--- src/rtl/ps2_pkg.sv ---
// Shared constants and types for the buffered PS/2 receive path.
package ps2_pkg;
  localparam logic PS2_START_BIT  = 1'b0;
  localparam logic PS2_STOP_BIT   = 1'b1;
  localparam int   PS2_FRAME_BITS = 11;

  localparam logic [0:0] ST_IDLE = 1'b0;
  localparam logic [0:0] ST_RECV = 1'b1;

  localparam logic [3:0] PARITY_IDX = 4'd9;
  localparam logic [3:0] STOP_IDX   = 4'(PS2_FRAME_BITS - 1);

  typedef struct packed {
    logic parity;
    logic frame;
    logic timeout;
    logic overflow;
  } ps2_err_t;

  // Odd parity over the data byte plus the parity bit.
  function automatic logic ps2_parity_ok(input logic [7:0] d, input logic p);
    return ^{d, p};
  endfunction
endpackage

--- src/rtl/ps2_rx_buffered_if.sv ---
// Scan-code handshake between the PS/2 receiver and the keyboard controller.
interface ps2_rx_buffered_if #(parameter int DEPTH = 4);
  logic                   rx_valid_o;
  logic                   rx_ready_i;
  logic [7:0]             scan_code_o;
  logic [$clog2(DEPTH):0] count_o;

  modport master (output rx_valid_o, scan_code_o, count_o, input rx_ready_i);
  modport slave  (input rx_valid_o, scan_code_o, count_o, output rx_ready_i);
endinterface

--- src/rtl/ps2_rx_fifo.sv ---
// Show-ahead scan-code FIFO; a pop frees a full slot for a same-cycle push.
module ps2_rx_fifo #(
  parameter int DEPTH = 4
) (
  input  logic                   clk_i,
  input  logic                   rst_i,
  input  logic                   push,
  input  logic [7:0]             wdata,
  input  logic                   pop,
  output logic [7:0]             rdata,
  output logic                   full,
  output logic                   empty,
  output logic [$clog2(DEPTH):0] count
);
  localparam int AW = $clog2(DEPTH);
  localparam logic [AW:0] FULL_CNT = DEPTH[AW:0];

  logic [7:0]    mem [DEPTH];
  logic [AW-1:0] wptr, rptr;
  logic [AW:0]   cnt;
  logic          push_ok, pop_ok;

  assign empty   = (cnt == '0);
  assign full    = (cnt == FULL_CNT);
  assign pop_ok  = pop & ~empty;
  assign push_ok = push & (~full | pop_ok);
  assign count   = cnt;
  assign rdata   = empty ? 8'h00 : mem[rptr];

  always_ff @(posedge clk_i) begin
    if (rst_i) begin
      wptr <= '0;
      rptr <= '0;
      cnt  <= '0;
    end else begin
      if (push_ok) wptr <= wptr + 1'b1;
      if (pop_ok)  rptr <= rptr + 1'b1;
      case ({push_ok, pop_ok})
        2'b10:   cnt <= cnt + 1'b1;
        2'b01:   cnt <= cnt - 1'b1;
        default: cnt <= cnt;
      endcase
    end
  end

  always_ff @(posedge clk_i) begin
    if (push_ok) mem[wptr] <= wdata;
  end
endmodule

--- src/rtl/ps2_rx_buffered.sv ---
// PS/2 receiver: sync + de-glitch, 11-bit deframing with error checks,
// timeout of stalled frames, and a buffered valid/ready scan-code output.
module ps2_rx_buffered
  import ps2_pkg::*;
#(
  parameter int FILTER_LEN  = 4,
  parameter int DEPTH       = 4,
  parameter int TIMEOUT_CYC = 20000
) (
  input  logic clk_i,
  input  logic rst_i,
  input  logic ps2_clk_i,
  input  logic ps2_din_i,
  ps2_rx_buffered_if.master rx,
  output logic err_parity_o,
  output logic err_frame_o,
  output logic err_timeout_o,
  output logic err_overflow_o,
  input  logic err_clr_i
);
  localparam int TW = $clog2(TIMEOUT_CYC + 1);
  localparam logic [TW-1:0] TMO_LAST = TW'(TIMEOUT_CYC - 1);

  logic [1:0]            clk_sync, din_sync;
  logic [FILTER_LEN-1:0] flt_sh;
  logic                  filt, filt_d, fall_pulse, din;

  // Everything idles high so leaving reset can never look like a falling edge.
  always_ff @(posedge clk_i) begin
    if (rst_i) begin
      clk_sync   <= 2'b11;
      din_sync   <= 2'b11;
      flt_sh     <= '1;
      filt       <= 1'b1;
      filt_d     <= 1'b1;
      fall_pulse <= 1'b0;
    end else begin
      clk_sync   <= {clk_sync[0], ps2_clk_i};
      din_sync   <= {din_sync[0], ps2_din_i};
      flt_sh     <= {flt_sh[FILTER_LEN-2:0], clk_sync[1]};
      if (&flt_sh)       filt <= 1'b1;
      else if (~|flt_sh) filt <= 1'b0;
      filt_d     <= filt;
      fall_pulse <= filt_d & ~filt;
    end
  end

  assign din = din_sync[1];

  logic [0:0]    state;
  logic [3:0]    bitcnt;
  logic [TW-1:0] tmo_cnt;
  logic [7:0]    data;
  logic          parity;

  logic fifo_full, fifo_empty, pop;
  logic stop_evt, bad_stop, bad_par, ovf, push, tmo_evt;

  assign pop      = rx.rx_valid_o & rx.rx_ready_i;
  assign stop_evt = (state == ST_RECV) & fall_pulse & (bitcnt == STOP_IDX);
  assign bad_stop = stop_evt & (din != PS2_STOP_BIT);
  assign bad_par  = stop_evt & ~bad_stop & ~ps2_parity_ok(data, parity);
  assign ovf      = stop_evt & ~bad_stop & ~bad_par & fifo_full & ~pop;
  assign push     = stop_evt & ~bad_stop & ~bad_par & ~ovf;
  assign tmo_evt  = (state == ST_RECV) & ~fall_pulse & (tmo_cnt == TMO_LAST);

  always_ff @(posedge clk_i) begin
    if (rst_i) begin
      state   <= ST_IDLE;
      bitcnt  <= '0;
      tmo_cnt <= '0;
      data    <= '0;
      parity  <= 1'b0;
    end else begin
      case (state)
        ST_IDLE: begin
          if (fall_pulse && din == PS2_START_BIT) begin
            state   <= ST_RECV;
            bitcnt  <= 4'd1;
            tmo_cnt <= '0;
          end
        end
        ST_RECV: begin
          if (fall_pulse) begin
            tmo_cnt <= '0;
            bitcnt  <= bitcnt + 4'd1;
            // Data arrives LSB first, so shift in from the top.
            if (bitcnt < PARITY_IDX)  data   <= {din, data[7:1]};
            if (bitcnt == PARITY_IDX) parity <= din;
            if (bitcnt == STOP_IDX) begin
              state  <= ST_IDLE;
              bitcnt <= '0;
            end
          end else if (tmo_evt) begin
            state   <= ST_IDLE;
            bitcnt  <= '0;
            tmo_cnt <= '0;
          end else begin
            tmo_cnt <= tmo_cnt + 1'b1;
          end
        end
        default: state <= ST_IDLE;
      endcase
    end
  end

  ps2_err_t err_q, err_set;

  always_comb begin
    err_set          = '0;
    err_set.parity   = bad_par;
    err_set.frame    = bad_stop;
    err_set.timeout  = tmo_evt;
    err_set.overflow = ovf;
  end

  // A set in the same cycle as a clear wins.
  always_ff @(posedge clk_i) begin
    if (rst_i) err_q <= '0;
    else       err_q <= err_set | (err_q & ~{4{err_clr_i}});
  end

  assign err_parity_o   = err_q.parity;
  assign err_frame_o    = err_q.frame;
  assign err_timeout_o  = err_q.timeout;
  assign err_overflow_o = err_q.overflow;

  ps2_rx_fifo #(.DEPTH(DEPTH)) u_fifo (
    .clk_i (clk_i),
    .rst_i (rst_i),
    .push  (push),
    .wdata (data),
    .pop   (pop),
    .rdata (rx.scan_code_o),
    .full  (fifo_full),
    .empty (fifo_empty),
    .count (rx.count_o)
  );

  assign rx.rx_valid_o = ~fifo_empty;
endmodule

--- src/flat_wrapper.sv ---
// flat-port wrapper written by rule: the top's interface ports become plain ports
module ps2_rx_buffered_flat import ps2_pkg::*;
#(
  parameter int FILTER_LEN  = 4,
  parameter int DEPTH       = 4,
  parameter int TIMEOUT_CYC = 20000
)
  (clk_i, rst_i, ps2_clk_i, ps2_din_i, err_parity_o, err_frame_o, err_timeout_o, err_overflow_o, err_clr_i, rx_rx_valid_o, rx_scan_code_o, rx_count_o, rx_rx_ready_i);
  ps2_rx_buffered_if #(.DEPTH(DEPTH)) rx_i ();
  input  logic clk_i;
  input  logic rst_i;
  input  logic ps2_clk_i;
  input  logic ps2_din_i;
  output logic err_parity_o;
  output logic err_frame_o;
  output logic err_timeout_o;
  output logic err_overflow_o;
  input  logic err_clr_i;
  output wire logic [$bits(rx_i.rx_valid_o)-1:0] rx_rx_valid_o;
  output wire logic [$bits(rx_i.scan_code_o)-1:0] rx_scan_code_o;
  output wire logic [$bits(rx_i.count_o)-1:0] rx_count_o;
  input wire logic [$bits(rx_i.rx_ready_i)-1:0] rx_rx_ready_i;
  assign rx_rx_valid_o = rx_i.rx_valid_o;
  assign rx_scan_code_o = rx_i.scan_code_o;
  assign rx_count_o = rx_i.count_o;
  assign rx_i.rx_ready_i = rx_rx_ready_i;
  ps2_rx_buffered #(.FILTER_LEN(FILTER_LEN), .DEPTH(DEPTH), .TIMEOUT_CYC(TIMEOUT_CYC)) u_core (.clk_i(clk_i), .rst_i(rst_i), .ps2_clk_i(ps2_clk_i), .ps2_din_i(ps2_din_i), .rx(rx_i), .err_parity_o(err_parity_o), .err_frame_o(err_frame_o), .err_timeout_o(err_timeout_o), .err_overflow_o(err_overflow_o), .err_clr_i(err_clr_i));
endmodule
--- config.mk ---
export PLATFORM = sky130hd
export DESIGN_NAME = ps2_rx_buffered_flat
export DESIGN_NICKNAME = d
export VERILOG_FILES = /design/src/rtl/ps2_pkg.sv /design/src/rtl/ps2_rx_buffered_if.sv /design/src/rtl/ps2_rx_fifo.sv /design/src/rtl/ps2_rx_buffered.sv /design/src/flat_wrapper.sv
export SDC_FILE = /design/constraint.sdc
export NUM_CORES = 1
export LEC_CHECK = 0
export ABC_AREA = 1
export BUFFER_PORTS_ARGS = -buffer_cell sky130_fd_sc_hd__buf_2
export CORE_MARGIN = 4
export CORE_UTILIZATION = 33
export CTS_CLUSTER_SIZE = 24
export DETAILED_ROUTE_END_ITERATION = 12
export HOLD_SLACK_MARGIN = 0.02
export PLACE_DENSITY_LB_ADDON = 0.15
export SYNTH_ARGS = -nofsm -noshare
export SYNTH_HDL_FRONTEND = slang
export SYNTH_SLANG_ARGS = --single-unit
--- constraint.sdc ---
create_clock -name clk_i -period 2.8 [get_ports clk_i]
set_clock_uncertainty 0.2 [all_clocks]
set_input_delay 0.56 -clock clk_i [delete_from_list [all_inputs] [get_ports clk_i]]
set_output_delay 0.56 -clock clk_i [all_outputs]
set_load 0.01 [all_outputs]
==> out/summary.txt, run 1 <==
OUTCOME
---------------------------------------------------------------------------------------
Result of the run                                                          finished clean

CLOCK TREE
---------------------------------------------------------------------------------------
Max Buffers Root-to-Sink                                                              2
CTS hold repair buffers                                                               0
Clock tree from TritonCTS                                                          done
Clock-pin slew on the worst setup and hold paths                                  60 ps
Number of buffers created by CTS                                                      9
Number of sinks driven by the clock tree                                             85
Maximum level of the CTS H-tree                                                       3
Insertion delay to the later sink of the worst-skew pair                         330 ps
Root buf cell                                                              sky130_fd_sc_hd__clkbuf_16
Postcts setup bufs                                                                    0

STA
---------------------------------------------------------------------------------------
Peak clock frequency supported by timing                                      0.399 GHz
Final worst-path cycle share                                                      89.6%
Post-route setup slack                                                           292 ps
Total Negative Setup Slacks                                                        0 ps
Final Setup Violations                                                                0
Hold Worst Slack                                                                 207 ps
Hold Violations, Final                                                                0
Remaining max-slew budget at the tightest pin                                     59.0%
Final worst path period need                                                    2510 ps
Final slew viol count                                                                 0
Slew at the pin closest to its max-slew limit                                    615 ps
Unrepaired setup endpoints after global routing                                      no

GLOBAL ROUTING
---------------------------------------------------------------------------------------
Global-route usage over all layers                                                12.0%
First-pass GRT wire length                                                      12.5 mm
Antenna violations before repair                                                      0
Pin count of the biggest net entering global routing                                 21
Vias in the first global route                                                     2594
Global-route congestion overflow total                                                0

PWR
---------------------------------------------------------------------------------------
Internal portion of total power                                                 2.15 mW
Sequential power share                                                            47.2%
Switching share of power                                                          22.4%
Areal power density over the cells                                           642 mW/mm2
Logic pwr share                                                                    8.1%
Maximum resistive drop on vdd                                                0.000370 V
Total power consumption of the routed design                                    2.77 mW
Relative contribution of the clock network to total power                         44.6%
Pleak                                                                           1.67 nW
Net switching power of the design                                              0.622 mW

FLOORPLANNING
---------------------------------------------------------------------------------------
Overall die area                                                             0.0130 mm2
Placeable core region                                                        0.0109 mm2
Starting density of the core                                                      34.0%
Standard-cell row count                                                              38
Floorplan die width                                                              114 um
Die span in y                                                                    114 um
I/O pin count                                                                        22

CRITICAL PATH
---------------------------------------------------------------------------------------
RR Startpoint                                                              u_core.data[1]$_SDFFE_PP0P_
RR Endpoint                                                                u_core.u_fifo.count[2]$_SDFFE_PP0P_
Critical path fanouts, max                                                            8
Critical path startpoint category                                             flip-flop
Critical path start-end classification                                     flip-flop to flip-flop
Worst setup slack for register-to-register paths                                 290 ps
WP data arrival                                                                 2520 ps
Critical path endpoint category                                               flip-flop
Required time at the worst-slack endpoint                                       2810 ps
Cell count of the worst reg-to-reg path                                              14

PLACE
---------------------------------------------------------------------------------------
HPWL reported at the end of detailed placement                                  4.93 mm
Port bufs                                                                            21
Post-Place Worst Slack                                                           274 ps
Final RePlAce weighted congestion                                                 0.737

FINAL LAYOUT
---------------------------------------------------------------------------------------
Area Overhead vs Synth                                                            16.3%
Area of the multi-input gates                                               0.00148 mm2
Net count of the finished layout                                                    454
Final antenna diode count                                                             0
Share of layout cells above drive strength 1                                      17.7%
Filler instances                                                                   1105
Register Area                                                               0.00202 mm2

DRT
---------------------------------------------------------------------------------------
Post-DR wirelength/cell                                                         12.2 um
Per-cell via count in the routed design                                            4.55
Via total after detailed routing                                                   2669
Count of antenna-violating nets left after detailed routing                           0
Number of violations reported at the end of detailed-routing iteration 0             76
Total wire length                                                               7.13 mm
Detailed-routing iteration count for the pre-antenna-repair pass                      4
Total DRC errors in the routed layout                                                 0

SYNTHESIS
---------------------------------------------------------------------------------------
Unique cell type count in the Yosys netlist                                          35
Number of nets in the synthesized netlist                                           423
Number of storage elements in the synthesis netlist                                  85
Sequential share of the synthesized area                                          54.4%
Syn Std Cell Area                                                           0.00372 mm2
Post-Syn Area per Cell                                                         9.07 um2
Yosys warning total                                                                   0
Gate count after technology mapping                                                 410

RUN
---------------------------------------------------------------------------------------
Maximum Capacitance Violations                                                        0

WORST HOLD PATH
---------------------------------------------------------------------------------------
Worst hold path class                                                      flip-flop to flip-flop
Worst hold stages                                                                     1
Worst Hold End                                                             u_core.clk_sync[1]$_SDFF_PP1_
Worst hold path startpoint                                                 u_core.clk_sync[0]$_SDFF_PP1_

==> cell usage after synthesis (all sizes together) <==
cell type | count | area share, %
nor2 | 73 | 8.1
nand2 | 56 | 6.3
dfxtp | 53 | 29
inv | 45 | 4.5
a21oi | 35 | 5.0
o21ai | 34 | 4.6
edfxtp | 32 | 26
nand3 | 17 | 2.6
nor3 | 11 | 2.3
or2 | 10 | 1.7
clkbuf | 7 | 0.71
ha | 6 | 2.0
nand4 | 6 | 1.0
nor3b | 6 | 1.8
xor2 | 6 | 1.4
xnor2 | 3 | 0.71
buf | 2 | 0.54
nand3b | 2 | 0.40
clkinv | 1 | 0.10
fa | 1 | 0.54
nor4 | 1 | 0.57
o21bai | 1 | 0.20
o31ai | 1 | 0.20
o41ai | 1 | 0.24
==> logic make-up (layout without fill, tap and decap cells) <==
| family | after synthesis | in the layout | synth area share, % |
|---|---|---|---|
| AO/OA/AOI/OAI | 72 | 72 | 10.2 |
| XOR/XNOR | 9 | 9 | 2.12 |
| adder cells (fa/ha/maj) | 7 | 7 | 2.56 |
| buffers and inverters | 55 | 91 | 5.89 |
| flip-flops | 85 | 85 | 54.4 |
| AND/OR/NAND/NOR | 182 | 182 | 24.8 |
==> registers in the layout (all words and copies together), names as in the netlist, 3 cells and up, named ones only <==
register	count
u_core.bitcnt	4
u_core.u_fifo.count	3
u_core.tmo_cnt	15
u_core.data	8
u_core.u_fifo.mem	32
u_core.flt_sh	4
==> placed cells by master, fill, tap and decap left out, types with 4 or more instances in the layout <==
cell type                    n
sky130_fd_sc_hd__nand2_2     4
sky130_fd_sc_hd__nand2_1    50
sky130_fd_sc_hd__nand3_1    16
sky130_fd_sc_hd__o21ai_0    34
sky130_fd_sc_hd__buf_4       8
sky130_fd_sc_hd__nor3_1      6
sky130_fd_sc_hd__clkbuf_16   9
sky130_fd_sc_hd__nor3b_2     4
sky130_fd_sc_hd__nor2_1     68
sky130_fd_sc_hd__nor3_2      4
sky130_fd_sc_hd__inv_1      43
sky130_fd_sc_hd__buf_2      21
sky130_fd_sc_hd__nand4_1     6
sky130_fd_sc_hd__or2_2      10
sky130_fd_sc_hd__edfxtp_1   32
sky130_fd_sc_hd__a21oi_1    34
sky130_fd_sc_hd__xor2_1      6
sky130_fd_sc_hd__dfxtp_1    51
sky130_fd_sc_hd__ha_1        6
==> what timing repair did <==
action / CTS / global route
endpoints found under the hold margin: 0 / 0
setup endpoints to repair: 0 / 1
gates resized for setup: 0 / 2
==> stage by stage <==
| step | instances | util [%] | cell area [um2] |
|---|---|---|---|
| 6_report | 586 | 39.5 | 4320 |
| 5_1_grt | 586 | 39.5 | 4320 |
| 4_1_cts | 586 | 39.5 | 4320 |
| 3_5_place_dp | 570 | 36.7 | 4010 |
| 3_3_place_gp | 570 | 36.7 | 4010 |
| 2_1_floorplan | 410 | - | 3720 |
==> per-layer routing <==
layer | GRT usage [%] | share of wire [%]
met1 | 16.2 | 51
met3 | 2.27 | 3.3
met2 | 19.3 | 45
met4 | 4.59 | 0.93
met5 | 0 | 0
==> final cells by class <==
class | count | area share [%]
flip-flops and latches | 85 | 46.8
multi-input cells | 270 | 34.1
clock buffers | 12 | 5.47
well taps | 140 | 4.05
inverters | 46 | 3.99
repair buffers | 29 | 3.82
clock inverters | 4 | 1.71
==> worst max path at each step <==
stage | startpoint | end | slack, ps
floorplan | u_core.u_fifo.count[0]$_SDFFE_PP0P_ | u_core.u_fifo.count[2]$_SDFFE_PP0P_ | 440
global placement | u_core.data[7]$_SDFFE_PP0P_ | u_core.u_fifo.count[2]$_SDFFE_PP0P_ | 340
detailed placement | u_core.data[7]$_SDFFE_PP0P_ | u_core.u_fifo.count[2]$_SDFFE_PP0P_ | 270
CTS | u_core.data[6]$_SDFFE_PP0P_ | u_core.u_fifo.count[2]$_SDFFE_PP0P_ | 260
global route | u_core.data[5]$_SDFFE_PP0P_ | u_core.u_fifo.count[2]$_SDFFE_PP0P_ | 20
finish | u_core.data[1]$_SDFFE_PP0P_ | u_core.u_fifo.count[2]$_SDFFE_PP0P_ | 290
==> worst max-delay path: stages, from the launching register on <==
cell and delay [ps]:
sky130_fd_sc_hd__dfxtp_1 480, sky130_fd_sc_hd__xor2_1 180, sky130_fd_sc_hd__nand2_1 60, sky130_fd_sc_hd__nand2_1 80, sky130_fd_sc_hd__inv_1 40, sky130_fd_sc_hd__nand2_1 80
sky130_fd_sc_hd__nand2_2 90, sky130_fd_sc_hd__nand3_4 100, sky130_fd_sc_hd__ha_1 160, sky130_fd_sc_hd__inv_1 70, sky130_fd_sc_hd__fa_1 370, sky130_fd_sc_hd__a21oi_1 140
sky130_fd_sc_hd__o21ai_0 110, sky130_fd_sc_hd__o21ai_0 160, sky130_fd_sc_hd__a21oi_1 60
==> power groups by stage <==
stage	Combinational [mW]	Clock, mW	Sequential [mW]
2_1_floorplan	0.152	0	1.34
3_3_place_gp	0.222	0	1.34
3_5_place_dp	0.226	0	1.34
4_1_cts	0.228	1.28	1.31
5_1_grt	0.256	1.34	1.31
6_report	0.225	1.24	1.31
(Power assumes the default switching activity.)
==> run 2: changes to the inputs <==
==> constraint.sdc (replaced) <==
create_clock -name clk_i -period 2.8 [get_ports clk_i]
set_clock_uncertainty 0.2 [all_clocks]
set_input_delay 0.14 -clock clk_i [delete_from_list [all_inputs] [get_ports clk_i]]
set_output_delay 0.14 -clock clk_i [all_outputs]
set_load 0.01 [all_outputs]
==> out/summary.txt, run 2 (same netlist as run 1, synthesis figures left out) <==
FINAL LAYOUT
---------------------------------------------------------------------------------------
Number of flip-flops under the largest register name                                 32
Top flop regs                                                              u_core.u_fifo.mem (32), u_core.tmo_cnt (15), u_core.data (8)
Most frequent cells in the layout                                          sky130_fd_sc_hd__nor2_1 (68), sky130_fd_sc_hd__dfxtp_1 (52), sky130_fd_sc_hd__nand2_1 (50)
Filler instances                                                                   1111
Area Overhead vs Synth                                                            17.2%
Final antenna diode count                                                             0
Share of layout cells above drive strength 1                                      17.6%
Net count of the finished layout                                                    458
Register bank with the most flops                                          u_core.u_fifo.mem
Leading cell type in the layout, fill and taps excluded                    sky130_fd_sc_hd__nor2_1

CLOCK TREE
---------------------------------------------------------------------------------------
Clock tree from TritonCTS                                                          done
Insertion delay to the later sink of the worst-skew pair                         330 ps
Postcts setup bufs                                                                    0
Max Buffers Root-to-Sink                                                              2
Number of buffers created by CTS                                                      9
Number of sinks driven by the clock tree                                             85
Clock-pin slew on the worst setup and hold paths                                  60 ps
Maximum level of the CTS H-tree                                                       3
Root buf cell                                                              sky130_fd_sc_hd__clkbuf_16

PWR
---------------------------------------------------------------------------------------
Maximum resistive drop on vdd                                                0.000258 V
Pleak                                                                           1.68 nW
Total power consumption of the routed design                                    2.72 mW
Areal power density over the cells                                           625 mW/mm2

GLOBAL ROUTING
---------------------------------------------------------------------------------------
Global-route usage over all layers                                                12.2%
Vias in the first global route                                                     2500
Pin count of the biggest net entering global routing                                 21
First-pass GRT wire length                                                      12.4 mm
Global-route congestion overflow total                                                0
Antenna violations before repair                                                      0

STA
---------------------------------------------------------------------------------------
Slew at the pin closest to its max-slew limit                                    625 ps
Hold Violations, Final                                                                0
Final worst-path cycle share                                                      89.7%
Final slew viol count                                                                 0
Total Negative Setup Slacks                                                        0 ps
Post-route setup slack                                                           289 ps
Final Setup Violations                                                                0
Final worst path period need                                                    2510 ps
Peak clock frequency supported by timing                                      0.398 GHz
Unrepaired setup endpoints after global routing                                      no
Remaining max-slew budget at the tightest pin                                     58.3%
Hold Worst Slack                                                                32.1 ps

CRITICAL PATH
---------------------------------------------------------------------------------------
Critical path cell sequence                                                inv_1, nand2_1, nand2_1, nand2_1, nand2_1, nand2_1, nand2_1, nand2_1, nand2_2, nand3_4, ha_1, inv_1, fa_1, a21oi_1, o21ai_0, o21ai_0, a21oi_1
Buffers plus inverters on the worst setup path                                        2
Critical path start-end classification                                     flip-flop to flip-flop
CP max-delay cell                                                          sky130_fd_sc_hd__dfxtp_1
Crit path largest cell delay                                                     420 ps
Critical path startpoint category                                             flip-flop
Critical path fanouts, max                                                            7
Critical path endpoint category                                               flip-flop
Top cell family by delay on the critical path                              simple AND/OR/NAND/NOR gates
Required time at the worst-slack endpoint                                       2820 ps
WP data arrival                                                                 2530 ps
Worst path most repeated cell                                              sky130_fd_sc_hd__nand2_1

DRT
---------------------------------------------------------------------------------------
Detailed-routing iteration count for the pre-antenna-repair pass                      4
Via total after detailed routing                                                   2701
Number of violations reported at the end of detailed-routing iteration 0            133
Total wire length                                                               7.33 mm
Post-DR wirelength/cell                                                         12.4 um
Count of antenna-violating nets left after detailed routing                           0
Per-cell via count in the routed design                                            4.58
Total DRC errors in the routed layout                                                 0

PLACE
---------------------------------------------------------------------------------------
HPWL reported at the end of detailed placement                                  4.88 mm
Port bufs                                                                            21
Post-Place Worst Slack                                                           264 ps
Final RePlAce weighted congestion                                                 0.724

WORST HOLD PATH
---------------------------------------------------------------------------------------
Worst hold path class                                                      primary input to flip-flop

FLOORPLANNING
---------------------------------------------------------------------------------------
Die span in y                                                                    114 um
Placeable core region                                                        0.0109 mm2
I/O pin count                                                                        22
Overall die area                                                             0.0130 mm2
Starting density of the core                                                      34.0%
Standard-cell row count                                                              38
Floorplan die width                                                              114 um

RUN
---------------------------------------------------------------------------------------
Maximum Capacitance Violations                                                        0

OUTCOME
---------------------------------------------------------------------------------------
Result of the run                                                          finished clean

## run 2: worst paths after layout
kind	startpoint	endpoint	slack [ps]	cells past startpoint
worst min register to register	u_core.filt_d$_SDFF_PP1_	u_core.fall_pulse$_SDFF_PP0_	210	2
worst max register to register	u_core.data[6]$_SDFFE_PP0P_	u_core.u_fifo.count[2]$_SDFFE_PP0P_	290	17
worst max-delay path	u_core.data[6]$_SDFFE_PP0P_	u_core.u_fifo.count[2]$_SDFFE_PP0P_	290	17
worst min-delay path	rx_rx_ready_i	u_core.u_fifo.rptr[0]$_SDFFE_PP0P_	30	4
## run 2: final cells by class
type / count / area, um2 / area share (%)
clock buffers: 11 / 243 / 5.57
clock inverters: 5 / 58.8 / 1.35
repair buffers: 33 / 208 / 4.77
well taps: 140 / 175 / 4.02
inverters: 46 / 173 / 3.96
multi-input cells: 270 / 1480 / 33.9
flip-flops and latches: 85 / 2020 / 46.4
## run 2: worst min-delay path: stages
cell,delay (ps)
sky130_fd_sc_hd__buf_2,100
sky130_fd_sc_hd__inv_1,60
sky130_fd_sc_hd__nor2_1,90
sky130_fd_sc_hd__a21oi_1,140
## run 2: per-stage QoR
| stage | cell area, um2 | instances | util [%] |
|---|---|---|---|
| 3_3_place_gp | 4000 | 569 | 36.6 |
| 4_1_cts | 4360 | 590 | 39.8 |
| 3_5_place_dp | 4000 | 569 | 36.6 |
| 6_report | 4360 | 590 | 39.8 |
| 2_1_floorplan | 3720 | 410 | - |
| 5_1_grt | 4360 | 590 | 39.8 |
## run 2: power by group
| part | internal [mW] | switching [mW] |
|---|---|---|
| registers | 1.29 | 0.0170 |
| logic | 0.0782 | 0.149 |
| clock network | 0.717 | 0.470 |
## run 2: metal layers
layer  part of all wire (%)  up-vias  track usage, %
li1                       -     1429               -
met1                     51     1226            16.6
met2                     43       40            18.7
met3                    4.9        6            3.81
met4                    1.1        0            3.80
met5                      0        -               0
## run 2: repair_timing
action / in CTS / in global routing
endpoints found under the setup margin: 0 / 1
hold endpoints to repair: 12 / 0
hold buffers: 5 / 0
gates resized for setup: 0 / 1
